$ cat src/rtl/vc_arbiter_if.sv
// vc_arbiter_if: bundles the FIFO-facing signals of the VC arbiter controller.
// master = controller side, slave = FIFO / configuration side.
interface vc_arbiter_if #(
   parameter int DATA_WIDTH = 6,
   parameter int UMB_WIDTH  = 4
);
   // configuration and control
   logic                  init;
   logic [UMB_WIDTH-1:0]  umb_vc0_cfg;
   logic [UMB_WIDTH-1:0]  umb_vc1_cfg;
   logic [UMB_WIDTH-1:0]  umb_down_cfg;
   // virtual-channel FIFOs
   logic                  empty_vc0;
   logic                  empty_vc1;
   logic [DATA_WIDTH-1:0] data_vc0;
   logic [DATA_WIDTH-1:0] data_vc1;
   // downstream FIFO status
   logic                  almost_full_dn;
   logic                  full_dn;
   // controller outputs
   logic                  fifo_init_n;
   logic [UMB_WIDTH-1:0]  umb_vc0;
   logic [UMB_WIDTH-1:0]  umb_vc1;
   logic [UMB_WIDTH-1:0]  umb_down;
   logic                  pop_vc0;
   logic                  pop_vc1;
   logic                  push_dn;
   logic [DATA_WIDTH-1:0] data_dn;
   logic [1:0]            state;

   modport master (
      input  init, umb_vc0_cfg, umb_vc1_cfg, umb_down_cfg,
      input  empty_vc0, empty_vc1, data_vc0, data_vc1,
      input  almost_full_dn, full_dn,
      output fifo_init_n, umb_vc0, umb_vc1, umb_down,
      output pop_vc0, pop_vc1, push_dn, data_dn, state
   );

   modport slave (
      output init, umb_vc0_cfg, umb_vc1_cfg, umb_down_cfg,
      output empty_vc0, empty_vc1, data_vc0, data_vc1,
      output almost_full_dn, full_dn,
      input  fifo_init_n, umb_vc0, umb_vc1, umb_down,
      input  pop_vc0, pop_vc1, push_dn, data_dn, state
   );
endinterface

$ cat src/rtl/vc_arbiter_ctrl.sv
// vc_arbiter_ctrl: configuration sequencer and read arbiter for two VC FIFOs
// feeding one downstream FIFO. Pops are combinational; the downstream push
// follows one cycle later to line up with the FIFOs' registered read data.
// Optional feature macro: VC_WRR_EN -- weighted round robin (WEIGHT_VC0
// consecutive VC0 grants, then one VC1 grant). Undefined: strict VC0 priority.
module vc_arbiter_ctrl #(
   parameter int DATA_WIDTH = 6,
   parameter int UMB_WIDTH  = 4,
   parameter int WEIGHT_VC0 = 3
) (
   input  logic         clk,
   input  logic         reset,   // synchronous, active-low
   vc_arbiter_if.master bus
);

   localparam logic [1:0] S_RESET  = 2'd0;
   localparam logic [1:0] S_INIT   = 2'd1;
   localparam logic [1:0] S_IDLE   = 2'd2;
   localparam logic [1:0] S_ACTIVE = 2'd3;

   // the grant counter is 3 bits wide, so the weight must fit in 1..7
   if (WEIGHT_VC0 < 1 || WEIGHT_VC0 > 7) begin : g_weight_check
      $error("WEIGHT_VC0 must be in 1..7");
   end

   logic [1:0]           state_q, state_d;
   logic [UMB_WIDTH-1:0] umb_vc0_q, umb_vc1_q, umb_down_q;
   logic                 push_q;   // a pop happened last cycle
   logic                 sel_q;    // that pop was from VC1
   logic                 stall;
   logic                 can_pop;
   logic                 pop0, pop1;

   assign stall   = bus.almost_full_dn | bus.full_dn;
   assign can_pop = (state_q == S_ACTIVE) & ~bus.init & ~stall;

`ifdef VC_WRR_EN
   localparam logic [2:0] GC_MAX = 3'(WEIGHT_VC0);

   logic [2:0] gc_q, gc_d;
   logic       force_vc1;

   // VC0 has used up its weight and VC1 has something waiting
   assign force_vc1 = (gc_q == GC_MAX) & ~bus.empty_vc1;
   assign pop0      = can_pop & ~bus.empty_vc0 & ~force_vc1;
   assign pop1      = can_pop & ~bus.empty_vc1 & (force_vc1 | bus.empty_vc0);

   // grant counter: counts VC0 pops, saturates at the weight, clears on a VC1 pop
   always_comb begin
      gc_d = gc_q;
      if (state_q == S_RESET || state_q == S_INIT) begin
         gc_d = 3'd0;
      end else if (pop1) begin
         gc_d = 3'd0;
      end else if (pop0 && gc_q != GC_MAX) begin
         gc_d = gc_q + 3'd1;
      end
   end

   // grant counter register
   always_ff @(posedge clk) begin
      if (!reset) begin
         gc_q <= 3'd0;
      end else begin
         gc_q <= gc_d;
      end
   end
`else
   assign pop0 = can_pop & ~bus.empty_vc0;
   assign pop1 = can_pop & ~bus.empty_vc1 & bus.empty_vc0;
`endif

   // FSM state register
   always_ff @(posedge clk) begin
      if (!reset) begin
         state_q <= S_RESET;
      end else begin
         state_q <= state_d;
      end
   end

   // FSM next state: init always pulls back to INIT; ACTIVE drains until both VCs are empty
   always_comb begin
      state_d = state_q;
      case (state_q)
         S_RESET:  state_d = S_INIT;
         S_INIT:   if (!bus.init) state_d = S_IDLE;
         S_IDLE: begin
            if (bus.init) begin
               state_d = S_INIT;
            end else if (!bus.empty_vc0 || !bus.empty_vc1) begin
               state_d = S_ACTIVE;
            end
         end
         S_ACTIVE: begin
            if (bus.init) begin
               state_d = S_INIT;
            end else if (bus.empty_vc0 && bus.empty_vc1 && !pop0 && !pop1) begin
               state_d = S_IDLE;
            end
         end
         default:  state_d = S_RESET;
      endcase
   end

   // thresholds track the config inputs only in INIT; push pipeline follows the pops
   always_ff @(posedge clk) begin
      if (!reset) begin
         umb_vc0_q  <= '0;
         umb_vc1_q  <= '0;
         umb_down_q <= '0;
         push_q     <= 1'b0;
         sel_q      <= 1'b0;
      end else begin
         if (state_q == S_INIT) begin
            umb_vc0_q  <= bus.umb_vc0_cfg;
            umb_vc1_q  <= bus.umb_vc1_cfg;
            umb_down_q <= bus.umb_down_cfg;
         end
         push_q <= pop0 | pop1;
         sel_q  <= pop1;
      end
   end

   // FSM outputs and downstream data mux
   always_comb begin
      bus.fifo_init_n = (state_q == S_IDLE) || (state_q == S_ACTIVE);
      bus.umb_vc0     = umb_vc0_q;
      bus.umb_vc1     = umb_vc1_q;
      bus.umb_down    = umb_down_q;
      bus.pop_vc0     = pop0;
      bus.pop_vc1     = pop1;
      bus.push_dn     = push_q;
      bus.data_dn     = '0;
      if (push_q) begin
         bus.data_dn = sel_q ? bus.data_vc1 : bus.data_vc0;
      end
      bus.state       = state_q;
   end

endmodule

$ cat src/flat_wrapper.sv
// flat-port wrapper written by rule: the top's interface ports become plain ports
module vc_arbiter_ctrl_flat 
#(
   parameter int DATA_WIDTH = 6,
   parameter int UMB_WIDTH  = 4,
   parameter int WEIGHT_VC0 = 3
)
  (clk, reset, bus_init, bus_umb_vc0_cfg, bus_umb_vc1_cfg, bus_umb_down_cfg, bus_empty_vc0, bus_empty_vc1, bus_data_vc0, bus_data_vc1, bus_almost_full_dn, bus_full_dn, bus_fifo_init_n, bus_umb_vc0, bus_umb_vc1, bus_umb_down, bus_pop_vc0, bus_pop_vc1, bus_push_dn, bus_data_dn, bus_state);
  vc_arbiter_if #(.DATA_WIDTH(DATA_WIDTH), .UMB_WIDTH(UMB_WIDTH)) bus_i ();
  input  logic clk;
  input  logic reset;
  input wire logic [$bits(bus_i.init)-1:0] bus_init;
  input wire logic [$bits(bus_i.umb_vc0_cfg)-1:0] bus_umb_vc0_cfg;
  input wire logic [$bits(bus_i.umb_vc1_cfg)-1:0] bus_umb_vc1_cfg;
  input wire logic [$bits(bus_i.umb_down_cfg)-1:0] bus_umb_down_cfg;
  input wire logic [$bits(bus_i.empty_vc0)-1:0] bus_empty_vc0;
  input wire logic [$bits(bus_i.empty_vc1)-1:0] bus_empty_vc1;
  input wire logic [$bits(bus_i.data_vc0)-1:0] bus_data_vc0;
  input wire logic [$bits(bus_i.data_vc1)-1:0] bus_data_vc1;
  input wire logic [$bits(bus_i.almost_full_dn)-1:0] bus_almost_full_dn;
  input wire logic [$bits(bus_i.full_dn)-1:0] bus_full_dn;
  output wire logic [$bits(bus_i.fifo_init_n)-1:0] bus_fifo_init_n;
  output wire logic [$bits(bus_i.umb_vc0)-1:0] bus_umb_vc0;
  output wire logic [$bits(bus_i.umb_vc1)-1:0] bus_umb_vc1;
  output wire logic [$bits(bus_i.umb_down)-1:0] bus_umb_down;
  output wire logic [$bits(bus_i.pop_vc0)-1:0] bus_pop_vc0;
  output wire logic [$bits(bus_i.pop_vc1)-1:0] bus_pop_vc1;
  output wire logic [$bits(bus_i.push_dn)-1:0] bus_push_dn;
  output wire logic [$bits(bus_i.data_dn)-1:0] bus_data_dn;
  output wire logic [$bits(bus_i.state)-1:0] bus_state;
  assign bus_i.init = bus_init;
  assign bus_i.umb_vc0_cfg = bus_umb_vc0_cfg;
  assign bus_i.umb_vc1_cfg = bus_umb_vc1_cfg;
  assign bus_i.umb_down_cfg = bus_umb_down_cfg;
  assign bus_i.empty_vc0 = bus_empty_vc0;
  assign bus_i.empty_vc1 = bus_empty_vc1;
  assign bus_i.data_vc0 = bus_data_vc0;
  assign bus_i.data_vc1 = bus_data_vc1;
  assign bus_i.almost_full_dn = bus_almost_full_dn;
  assign bus_i.full_dn = bus_full_dn;
  assign bus_fifo_init_n = bus_i.fifo_init_n;
  assign bus_umb_vc0 = bus_i.umb_vc0;
  assign bus_umb_vc1 = bus_i.umb_vc1;
  assign bus_umb_down = bus_i.umb_down;
  assign bus_pop_vc0 = bus_i.pop_vc0;
  assign bus_pop_vc1 = bus_i.pop_vc1;
  assign bus_push_dn = bus_i.push_dn;
  assign bus_data_dn = bus_i.data_dn;
  assign bus_state = bus_i.state;
  vc_arbiter_ctrl #(.DATA_WIDTH(DATA_WIDTH), .UMB_WIDTH(UMB_WIDTH), .WEIGHT_VC0(WEIGHT_VC0)) u_core (.clk(clk), .reset(reset), .bus(bus_i));
endmodule
$ cat config.mk
export PLATFORM = sky130hd
export DESIGN_NAME = vc_arbiter_ctrl_flat
export DESIGN_NICKNAME = d
export VERILOG_FILES = /design/src/rtl/vc_arbiter_if.sv /design/src/rtl/vc_arbiter_ctrl.sv /design/src/flat_wrapper.sv
export SDC_FILE = /design/constraint.sdc
export NUM_CORES = 1
export LEC_CHECK = 0
export CORE_ASPECT_RATIO = 1.4
export CORE_MARGIN = 1
export CORE_UTILIZATION = 35
export DETAILED_ROUTE_END_ITERATION = 10
export PLACE_DENSITY_LB_ADDON = 0.15
export SYNTH_ARGS = -nofsm -noshare
export SYNTH_HDL_FRONTEND = slang
export SYNTH_SLANG_ARGS = --single-unit
$ cat constraint.sdc
create_clock -name clk -period 2.1 [get_ports clk]
set_input_delay 0.315 -clock clk [delete_from_list [all_inputs] [get_ports clk]]
set_output_delay 0.315 -clock clk [all_outputs]
set_load 0.05 [all_outputs]
==> out/results.ini, run 1 <==
[synthesis]
synth_top_area_cell = dfxtp_1
synthTopCellsByArea = dfxtp_1 (45%), nand2_1 (14%), a21boi_0 (13%), mux2i_1 (8.4%), nor2b_1 (5.2%)
synth_top_family_by_area = simple AND/OR/NAND/NOR gates
syn_avg_cell_area_um2 = 8.653
synth_nets = 114
synth_mux_area_share_pct = 8.362
ys_seq_elements = 16
synth_top_area_share_pct = 44.60
synth_xor_area_share_pct = 0
yosys.area_share.adder_pct = 0
syn-instance-count = 83
yosys.area_share.simple_pct = 29.27
ys_types = 18
synth_compound_area_share_pct = 14.46
ys_warn_count = 0
ys_seq_area_share_pct = 44.60
syn_area_um2 = 718.2

[power_and_ir_drop]
power_density_mw_per_mm2 = 532.1
total_power_mw = 0.7417
static-leakage-power_nw = 0.5165
swShare_pct = 29.40
clock_power_share_pct = 27.6
pwr-share-seq_pct = 44.5
intPower_mw = 0.5236
combPwrFrac_pct = 27.8
peakVddDrop_mv = 0.4295
power_switching_mw = 0.2181

[clock_tree]
clock_path_buffers = 2
hold_buffers = 0
cts_sinks = 16
cts_buffers = 3
cts_setup_buffers = 0
root_buffer = clkbuf_4
cts_tree = built
clkTransAtPathRegs_ps = 90
clock_latency_ps = 290
htree_levels = 1
cts_resized = 0

[placement]
dp_hpwl_um = 1460
gp_congestion = 0.6707
dp_slack_ps = 51.11
placed_cells = 154
postPlaceCellArea_mm2 = 0.001358
portBuffers = 54

[sta]
setup_viol = 0
period_share_pct = 97.86
rsz0062_at_grt = false
setup_ws_ps = 45.03
min_period_ps = 2055
fin_setup_tns_ps = 0
worst_pin_slew_ps = 507.7
skew_ps = 1.607
drv_slew = 0
relSlewSlack_pct = 66.05
whs_ps = 466.3
hold_viol_final = 0
timing.fmax_mhz = 486.6

[routing]
wirelength_um = 1874
viasPerCell = 4.797
drtAntennaViolNets = 0
via_count = 758
wl_per_cell_um = 11.86
drtIter0Drc = 7
drtPass1Iterations = 3
drc = 0

[finish]
postLayoutCoreUtil_pct = 71.50
mostFrequentLayoutCells = clkdlybuf4s50_1 (46), nand2_1 (26), dfxtp_1 (16)
diodes = 0
syn_to_final_growth_pct = 94.08
final_common_cell = clkdlybuf4s50_1
num-nets-final = 169
design_area_mm2 = 0.001394
drive_above_1_share_pct = 11.68
fin_cells = 158

[setup_path]
path_class = in2out
worstPathArrival_ps = 1740
start_kind = primary input
crit_required_ps = 1780
end_kind = output port
crit_fanout = 2

[global_routing]
grt_pass1_vias = 666
antenna_found_initial = 0
grt_pass1_wl_um = 2815
grt_remaining_overflow = 0
grt_start_max_net_pins = 17
track_usage_pct = 18.18

[die]
start_util_pct = 36.84
core_area_mm2 = 0.001949
placementRows = 19
fp.dieW_um = 40.29
die-area_mm2 = 0.002240
die_h_um = 55.60
io_pins = 55

[run]
cap_violations = 0

[worst_hold_path]
min-delay-path-class = reg2reg

[status]
status = finished, final reports clean

[worst max-delay path, stage by stage]
cell and delay [ps]:
clkdlybuf4s50_1 440, or4_4 580, nor3b_4 240, buf_12 160
[cell families (layout without fill, tap and decap cells)]
kind of cell	count (synthesis)	after routing
and+or+nand+nor	42	42
DFF	16	16
AOI/OAI and AO/OA	14	14
muxes	6	6
buffers and inverters	5	59
[registers in the layout, summed over array words and instances, names as in the netlist]
name,count
u_core.bus.state,2
u_core.bus.umb_vc1,4
u_core.bus.umb_vc0,4
u_core.bus.push_dn,1
u_core.bus.umb_down,4
u_core.sel_q,1
[path summary, 6_finish.rpt]
check | start | endpoint | slack [ps] | cells after the start
worst max-delay path | bus_init | bus_pop_vc1 | 50 | 4
worst min-delay path | u_core.bus.umb_vc0[3]$_SDFFE_PN0N_ | u_core.bus.umb_vc0[3]$_SDFFE_PN0N_ | 470 | 2
worst max register to register | u_core.bus.state[1]$_SDFFE_PN0P_ | u_core.bus.state[0]$_SDFFE_PN0P_ | 860 | 3
worst min register to register | u_core.bus.umb_vc0[3]$_SDFFE_PN0N_ | u_core.bus.umb_vc0[3]$_SDFFE_PN0N_ | 470 | 2
[Yosys cell counts]
library cell,count
nand2_1,26
dfxtp_1,16
a21boi_0,12
mux2i_1,6
nor2b_1,6
buf_2,4
nor2_1,2
a31oi_1,1
and2b_1,1
and3_1,1
and4b_1,1
clkbuf_1,1
nand2b_1,1
nor3b_1,1
nor3b_2,1
nor4_1,1
o21a_1,1
or4_4,1
[power groups by stage]
stage	registers (mW)	clock network, mW	logic, mW
6_report	0.330	0.205	0.207
5_1_grt	0.333	0.221	0.220
4_1_cts	0.331	0.214	0.209
3_5_place_dp	0.338	0	0.207
3_3_place_gp	0.337	0	0.204
2_1_floorplan	0.397	0	0.0445
[final cells by class]
| cell class | instances | area [um2] |
|---|---|---|
| clock buffer | 4 | 36.28 |
| fill | 164 | 555.5 |
| multi-input combinational | 62 | 382.9 |
| sequential | 16 | 320.3 |
| tap | 21 | 26.28 |
| timing repair buffer | 55 | 628.1 |
[layer usage]
layer,up-vias,global-route usage (%),wire [um]
met5,-,0,0
met4,0,10.00,44
met3,4,5.200,174
met2,32,29.95,935
met1,338,19.32,720
li1,384,-,-
(Power assumes the default switching activity.)
==> inputs of run 2 (changes only) <==
--- a/config.mk
+++ b/config.mk
@@ -9,7 +9,9 @@
 export CORE_MARGIN = 1
 export CORE_UTILIZATION = 35
 export DETAILED_ROUTE_END_ITERATION = 10
+export HOLD_SLACK_MARGIN = 0.1
 export PLACE_DENSITY_LB_ADDON = 0.15
+export SLEW_MARGIN = 20
 export SYNTH_ARGS = -nofsm -noshare
 export SYNTH_HDL_FRONTEND = slang
 export SYNTH_SLANG_ARGS = --single-unit
==> results of run 2 <==
Same layout as run 1: the final DEF is identical, and so are final timing and power.
